===== config.mk =====
export PLATFORM = sky130hd
export DESIGN_NAME = pipe_control
export DESIGN_NICKNAME = d
export VERILOG_FILES = /design/src/rtl/pipe_control.sv
export SDC_FILE = /design/constraint.sdc
export NUM_CORES = 1
export LEC_CHECK = 0
export BUFFER_PORTS_ARGS = -buffer_cell sky130_fd_sc_hd__buf_2
export CELL_PAD_IN_SITES_DETAIL_PLACEMENT = 1
export CELL_PAD_IN_SITES_GLOBAL_PLACEMENT = 1
export CORE_MARGIN = 2
export CORE_UTILIZATION = 37
export DETAILED_ROUTE_END_ITERATION = 8
export PLACE_DENSITY_LB_ADDON = 0.1
export SLEW_MARGIN = 20
export SYNTH_ARGS = -nofsm -noshare
export SYNTH_HDL_FRONTEND = slang
export SYNTH_SLANG_ARGS = --single-unit

===== constraint.sdc =====
create_clock -name clk -period 3.1 [get_ports clk]
set_input_delay 0.31 -clock clk [delete_from_list [all_inputs] [get_ports clk]]
set_output_delay 0.31 -clock clk [all_outputs]
set_load 0.05 [all_outputs]

===== src/rtl/pipe_control.sv =====
// Main control for the 5-stage MIPS pipeline: ID decode, branch/jump resolution,
// ID/EX -> EX/MEM -> MEM/WB control bundles, front-end stall/flush and MULT busy FSM.
module pipe_control #(
    parameter int unsigned ALU_OP_W    = 2,
    parameter int unsigned MULT_CYCLES = 4,
    parameter logic [5:0]  MULT_FUNCT  = 6'b011000
) (
    input  logic                clk,
    input  logic                rst_n,
    input  logic [5:0]          opcode,
    input  logic [5:0]          funct,
    input  logic                id_valid,
    input  logic                branch_eq,
    input  logic                load_use_hazard,
    output logic [1:0]          if_pc_source,
    output logic                if_flush,
    output logic                pc_write,
    output logic                ifid_write,
    output logic                id_rt_is_source,
    output logic                mult_busy,
    output logic                ex_imm_command,
    output logic                ex_alu_src_b,
    output logic                ex_dst_reg_sel,
    output logic [ALU_OP_W-1:0] ex_alu_op,
    output logic                ex_mult_start,
    output logic                mem_read,
    output logic                mem_write,
    output logic                wb_mem_to_reg,
    output logic                wb_reg_write,
    output logic                wb_link
);

    localparam int unsigned CNT_W = $clog2(MULT_CYCLES) + 1;

    localparam logic [ALU_OP_W-1:0] ALU_ADD = '0;
    localparam logic [ALU_OP_W-1:0] ALU_SUB = ALU_OP_W'(1);
    localparam logic [ALU_OP_W-1:0] ALU_FN  = ALU_OP_W'(2);

    localparam logic [5:0] OP_RTYPE = 6'b000000;
    localparam logic [5:0] OP_J     = 6'b000010;
    localparam logic [5:0] OP_JAL   = 6'b000011;
    localparam logic [5:0] OP_BEQ   = 6'b000100;
    localparam logic [5:0] OP_BNE   = 6'b000101;
    localparam logic [5:0] OP_ADDI  = 6'b001000;
    localparam logic [5:0] OP_SLTI  = 6'b001010;
    localparam logic [5:0] OP_ANDI  = 6'b001100;
    localparam logic [5:0] OP_ORI   = 6'b001101;
    localparam logic [5:0] OP_XORI  = 6'b001110;
    localparam logic [5:0] OP_LW    = 6'b100011;
    localparam logic [5:0] OP_SW    = 6'b101011;

    typedef enum logic {IDLE, BUSY} state_t;

    logic                d_imm, d_alu_src_b, d_dst, d_mult;
    logic [ALU_OP_W-1:0] d_alu_op;
    logic                d_mem_read, d_mem_write, d_mem_to_reg, d_reg_write, d_link;
    logic                is_beq, is_bne, is_jmp;
    logic                stall, mult_issue;

    state_t              state, state_next;
    logic [CNT_W-1:0]    cnt, cnt_next;

    logic ex_mem_read_q, ex_mem_write_q, ex_mem_to_reg_q, ex_reg_write_q, ex_link_q;
    logic mem_mem_to_reg_q, mem_reg_write_q, mem_link_q;

    always_comb begin
        d_imm           = 1'b0;
        d_alu_src_b     = 1'b0;
        d_dst           = 1'b0;
        d_mult          = 1'b0;
        d_alu_op        = ALU_ADD;
        d_mem_read      = 1'b0;
        d_mem_write     = 1'b0;
        d_mem_to_reg    = 1'b0;
        d_reg_write     = 1'b0;
        d_link          = 1'b0;
        is_beq          = 1'b0;
        is_bne          = 1'b0;
        is_jmp          = 1'b0;
        id_rt_is_source = 1'b0;
        if (id_valid) begin
            case (opcode)
                OP_RTYPE: begin
                    d_dst           = 1'b1;
                    d_alu_op        = ALU_FN;
                    id_rt_is_source = 1'b1;
                    if (funct == MULT_FUNCT) d_mult = 1'b1;
                    else                     d_reg_write = 1'b1;
                end
                OP_LW: begin
                    d_alu_src_b  = 1'b1;
                    d_mem_read   = 1'b1;
                    d_mem_to_reg = 1'b1;
                    d_reg_write  = 1'b1;
                end
                OP_SW: begin
                    d_alu_src_b     = 1'b1;
                    d_mem_write     = 1'b1;
                    id_rt_is_source = 1'b1;
                end
                OP_ADDI, OP_ANDI, OP_ORI, OP_XORI, OP_SLTI: begin
                    d_alu_src_b = 1'b1;
                    d_imm       = 1'b1;
                    d_alu_op    = ALU_FN;
                    d_reg_write = 1'b1;
                end
                OP_BEQ: begin
                    d_alu_op        = ALU_SUB;
                    is_beq          = 1'b1;
                    id_rt_is_source = 1'b1;
                end
                OP_BNE: begin
                    d_alu_op        = ALU_SUB;
                    is_bne          = 1'b1;
                    id_rt_is_source = 1'b1;
                end
                OP_J:   is_jmp = 1'b1;
                OP_JAL: begin
                    is_jmp      = 1'b1;
                    d_reg_write = 1'b1;
                    d_link      = 1'b1;
                end
                default: ;
            endcase
        end
    end

    assign mult_busy  = (state == BUSY);
    assign stall      = load_use_hazard | mult_busy;
    assign mult_issue = d_mult & ~stall;
    assign pc_write   = ~stall;
    assign ifid_write = ~stall;

    // Control transfers are held off while stalled so they resolve with the released instruction.
    always_comb begin
        if_pc_source = 2'b00;
        if_flush     = 1'b0;
        if (!stall) begin
            if ((is_beq & branch_eq) | (is_bne & ~branch_eq)) begin
                if_pc_source = 2'b01;
                if_flush     = 1'b1;
            end else if (is_jmp) begin
                if_pc_source = 2'b10;
                if_flush     = 1'b1;
            end
        end
    end

    always_comb begin
        state_next = state;
        cnt_next   = cnt;
        case (state)
            IDLE: if (mult_issue) begin
                state_next = BUSY;
                cnt_next   = CNT_W'(MULT_CYCLES - 1);
            end
            BUSY: if (cnt == '0) state_next = IDLE;
                  else           cnt_next   = cnt - CNT_W'(1);
            default: state_next = IDLE;
        endcase
    end

    always_ff @(posedge clk or negedge rst_n) begin
        if (!rst_n) begin
            state <= IDLE;
            cnt   <= '0;
        end else begin
            state <= state_next;
            cnt   <= cnt_next;
        end
    end

    always_ff @(posedge clk or negedge rst_n) begin
        if (!rst_n) begin
            ex_imm_command   <= 1'b0;
            ex_alu_src_b     <= 1'b0;
            ex_dst_reg_sel   <= 1'b0;
            ex_alu_op        <= '0;
            ex_mult_start    <= 1'b0;
            ex_mem_read_q    <= 1'b0;
            ex_mem_write_q   <= 1'b0;
            ex_mem_to_reg_q  <= 1'b0;
            ex_reg_write_q   <= 1'b0;
            ex_link_q        <= 1'b0;
            mem_read         <= 1'b0;
            mem_write        <= 1'b0;
            mem_mem_to_reg_q <= 1'b0;
            mem_reg_write_q  <= 1'b0;
            mem_link_q       <= 1'b0;
            wb_mem_to_reg    <= 1'b0;
            wb_reg_write     <= 1'b0;
            wb_link          <= 1'b0;
        end else begin
            ex_imm_command   <= d_imm & ~stall;
            ex_alu_src_b     <= d_alu_src_b & ~stall;
            ex_dst_reg_sel   <= d_dst & ~stall;
            ex_alu_op        <= stall ? '0 : d_alu_op;
            ex_mult_start    <= mult_issue;
            ex_mem_read_q    <= d_mem_read & ~stall;
            ex_mem_write_q   <= d_mem_write & ~stall;
            ex_mem_to_reg_q  <= d_mem_to_reg & ~stall;
            ex_reg_write_q   <= d_reg_write & ~stall;
            ex_link_q        <= d_link & ~stall;
            mem_read         <= ex_mem_read_q;
            mem_write        <= ex_mem_write_q;
            mem_mem_to_reg_q <= ex_mem_to_reg_q;
            mem_reg_write_q  <= ex_reg_write_q;
            mem_link_q       <= ex_link_q;
            wb_mem_to_reg    <= mem_mem_to_reg_q;
            wb_reg_write     <= mem_reg_write_q;
            wb_link          <= mem_link_q;
        end
    end

endmodule


==> run_results.csv <==
group,metric,value,unit
pwr,p_leak,0.5868,nW
pwr,p_int,0.0003409,W
routing,dr.pass1.iters,3,
flow_run,maxCapViolCount,0,
pwr,comb_power_share,0.113,
floorplan,die_h,52.55,um
clocking,cts_buffer_depth,2,
clocking,ctsResizeCount,0,
routing,wl,1.811,mm
floorplan,die_x,52.55,um
hold_path,hold-path-cell-count,2,
logic_synthesis,yosysTopAreaCell,"dfrtp_1",
clocking,cts_tree,"built",
layout,synthToLayoutAreaGrowth,26.40,%
layout,largestRegisters,"cnt x3, ex_alu_op x2",
placed_design,place_inst,139,
logic_synthesis,netlist_top_cells_area,"dfrtp_1, nor2_1, nand2b_1, a21oi_1, ha_1",
routing,route.detailed.drc,0,
floorplan,pin_count,35,
timing,fin_crit_sh,0.8048,
clocking,post-cts-setup-buffers,0,
critical_path,end_kind,"primary output",
floorplan,die_area,2762,um2
layout,multi_input_area,311.5,um2
floorplan,rows,17,
floorplan,initial_utilization,0.3942,
hold_path,hp-start,"opcode[3]",
timing,rsz0062_at_grt,"false",
critical_path,r2r_end,"ex_link_q",
grt,grt_max_degree,22,
layout,stdcell_count,144,
timing,finClkSkew,0.005054,ns
grt,grt_pass1_wl,3.029,mm
layout,largest-register,"cnt",
pwr,switching_share,0.2470,
timing,worst_pin_slew,0.4454,ns
critical_path,cp_data_arrival_time,2.18,ns
pwr,seq_power_share,0.610,
clocking,cts_root_buf,"clkbuf_4",
logic_synthesis,syn-cell-area,872.1,um2
pwr,p_sw,0.0001118,W
hold_path,min_path_type,"in -> reg",
routing,ant_nets,0,
status,status,"finished clean",
clocking,clk_latency,0.30,ns
layout,final_common_cell,"buf_2",
layout,diodes,0,
critical_path,cp.required,2.79,ns
timing,setup_viol,0,
floorplan,core,2212,um2
timing,drv_slew,0,
logic_synthesis,synthesis.nets,98,
logic_synthesis,synth_top_cell_area_share,0.6026,
layout,mostFrequentLayoutCells,"buf_2, dfrtp_1, nor2_1",
routing,wire_per_inst,12.58,um
clocking,cts.htree.levels,1,
layout,finalNetCount,136,
timing,fmax,400.8,MHz
timing,relSlewSlack,0.7031,
grt,track_usage,0.1543,
critical_path,crit_path_start_kind,"register",
grt,antenna_found_initial,0,
hold_path,whs_endpoint,"ex_mem_to_reg_q",
timing,hold_viol_final,0,
clocking,cts_buffers,3,
grt,gr-total-overflow,0,
logic_synthesis,ys_ff_latch,21,
clocking,clkSinkCount,21,
layout,regArea,525.5,um2
placed_design,hpwlAfterDp,1.491,mm
pwr,p_per_area,410.7,nW/um2
layout,largest_register_ffs,3,
placed_design,place_congestion,0.7255,
logic_synthesis,synth_cell_type_count,24,
logic_synthesis,avgSynthCellArea,11.04,um2
clocking,clk_pin_slew,0.11,ns
routing,drt_iter0_drc,4,
layout,nFillCells,276,
routing,routed-via-count,703,
critical_path,reg2reg_from,"mult_busy",
timing,tns,0,ns
logic_synthesis,syn_inst,79,
layout,drive_gt1_frac,0.3534,
critical_path,crit_path_max_fanout,7,
pwr,power_frac_clock,0.278,
logic_synthesis,yosysWarnings,0,
logic_synthesis,synth_seq_area_share,0.6026,
critical_path,reg2reg_depth,3,
critical_path,ff2ff_setup_slack,1.48,ns
grt,grt_pass1_vias,696,
routing,avgViaCountPerCell,4.882,
timing,period_needed,2.495,ns
critical_path,critical_path_class,"reg -> out",
placed_design,numPortBuffers,34,
pwr,irDropWorstVdd,0.0001981,V
==> metal layers <==
metal  GRT usage  part of all wire  routed length (um)
met2      0.2625              0.51                 918
met1      0.1810              0.42                 758
met5           0                 0                   0
met3     0.01714             0.059                 106
met4      0.1026             0.015                  27
==> cell usage after synthesis (all sizes together) <==
master and instances:
nor3b 3, or4 1, a21oi 6, nand3b 2
o22ai 1, nor4b 1, a41oi 1, nand2 3
xnor2 1, or3b 1, ha 2, nor3 2
nand2b 5, dfrtp 21, nor2 12, inv 6
buf 2, nor2b 3, and4 1, o21ai 1
a22oi 1, or2 1, or3 2
==> cell type report <==
type                    instances  share of cell area
flip-flops and latches         21              0.4767
multi-input cells              50              0.2826
repair buffers                 35              0.1635
well taps                      28             0.03178
clock buffers                   3             0.02043
inverters                       6             0.02043
clock inverters                 1            0.004540
==> how the worst max path moves through the flow <==
stage,start,endpoint,slack [ns]
after floorplan,mult_busy,if_pc_source[1],0.50
after CTS,mult_busy,if_pc_source[0],0.58
after global placement,load_use_hazard,if_pc_source[0],0.96
after detailed placement,load_use_hazard,if_pc_source[0],0.91
final,mult_busy,if_pc_source[0],0.61
after global routing,mult_busy,if_pc_source[0],0.49
==> power groups by stage <==
| stage | clock [W] | combinational, W | sequential, W |
|---|---|---|---|
| finish | 0.000126 | 0.0000510 | 0.000276 |
| detailed placement | 0 | 0.0000509 | 0.000281 |
| floorplan | 0 | 0.0000226 | 0.000285 |
| CTS | 0.000133 | 0.0000520 | 0.000276 |
| global placement | 0 | 0.0000490 | 0.000281 |
| global route | 0.000147 | 0.0000569 | 0.000276 |
==> critical path, stage by stage (launching register included) <==
cell and delay (ns):
dfrtp_1 0.44, or3b_1 0.50, or4_4 0.50, nor3_2 0.17, buf_2 0.28
==> kinds of logic after synthesis <==
family                     count (synthesis)  synth area share
DFF                                       21            0.6026
adders and majority gates                  2           0.02869
buffers and inverters                      8           0.04017
xor gates and xnor gates                   1           0.01004
AOI/OAI and AO/OA                         10           0.06600
and+or+nand+nor                           37            0.2525
==> metrics by stage <==
step                setup slack, ns  hold WS, ns    util   power, W  instance area (um2)
floorplan                    0.4983      0.01441       -  0.0003080                872.1
global placement             0.9557       0.2768  0.4813  0.0003303                 1065
detailed placement           0.9067       0.2825  0.4813  0.0003323                 1065
CTS                          0.5809       0.2626  0.4983  0.0004610                 1102
global route                 0.4893       0.2705  0.4983  0.0004799                 1102
finish                       0.6051       0.2899  0.4983  0.0004527                 1102
==> what timing repair did <==
action | 4_1_cts | 5_1_grt
hold buffers | 1 | 0
setup endpoints to repair | 0 | 0
endpoints found under the hold margin | 21 | 0
(Power assumes the default switching activity.)
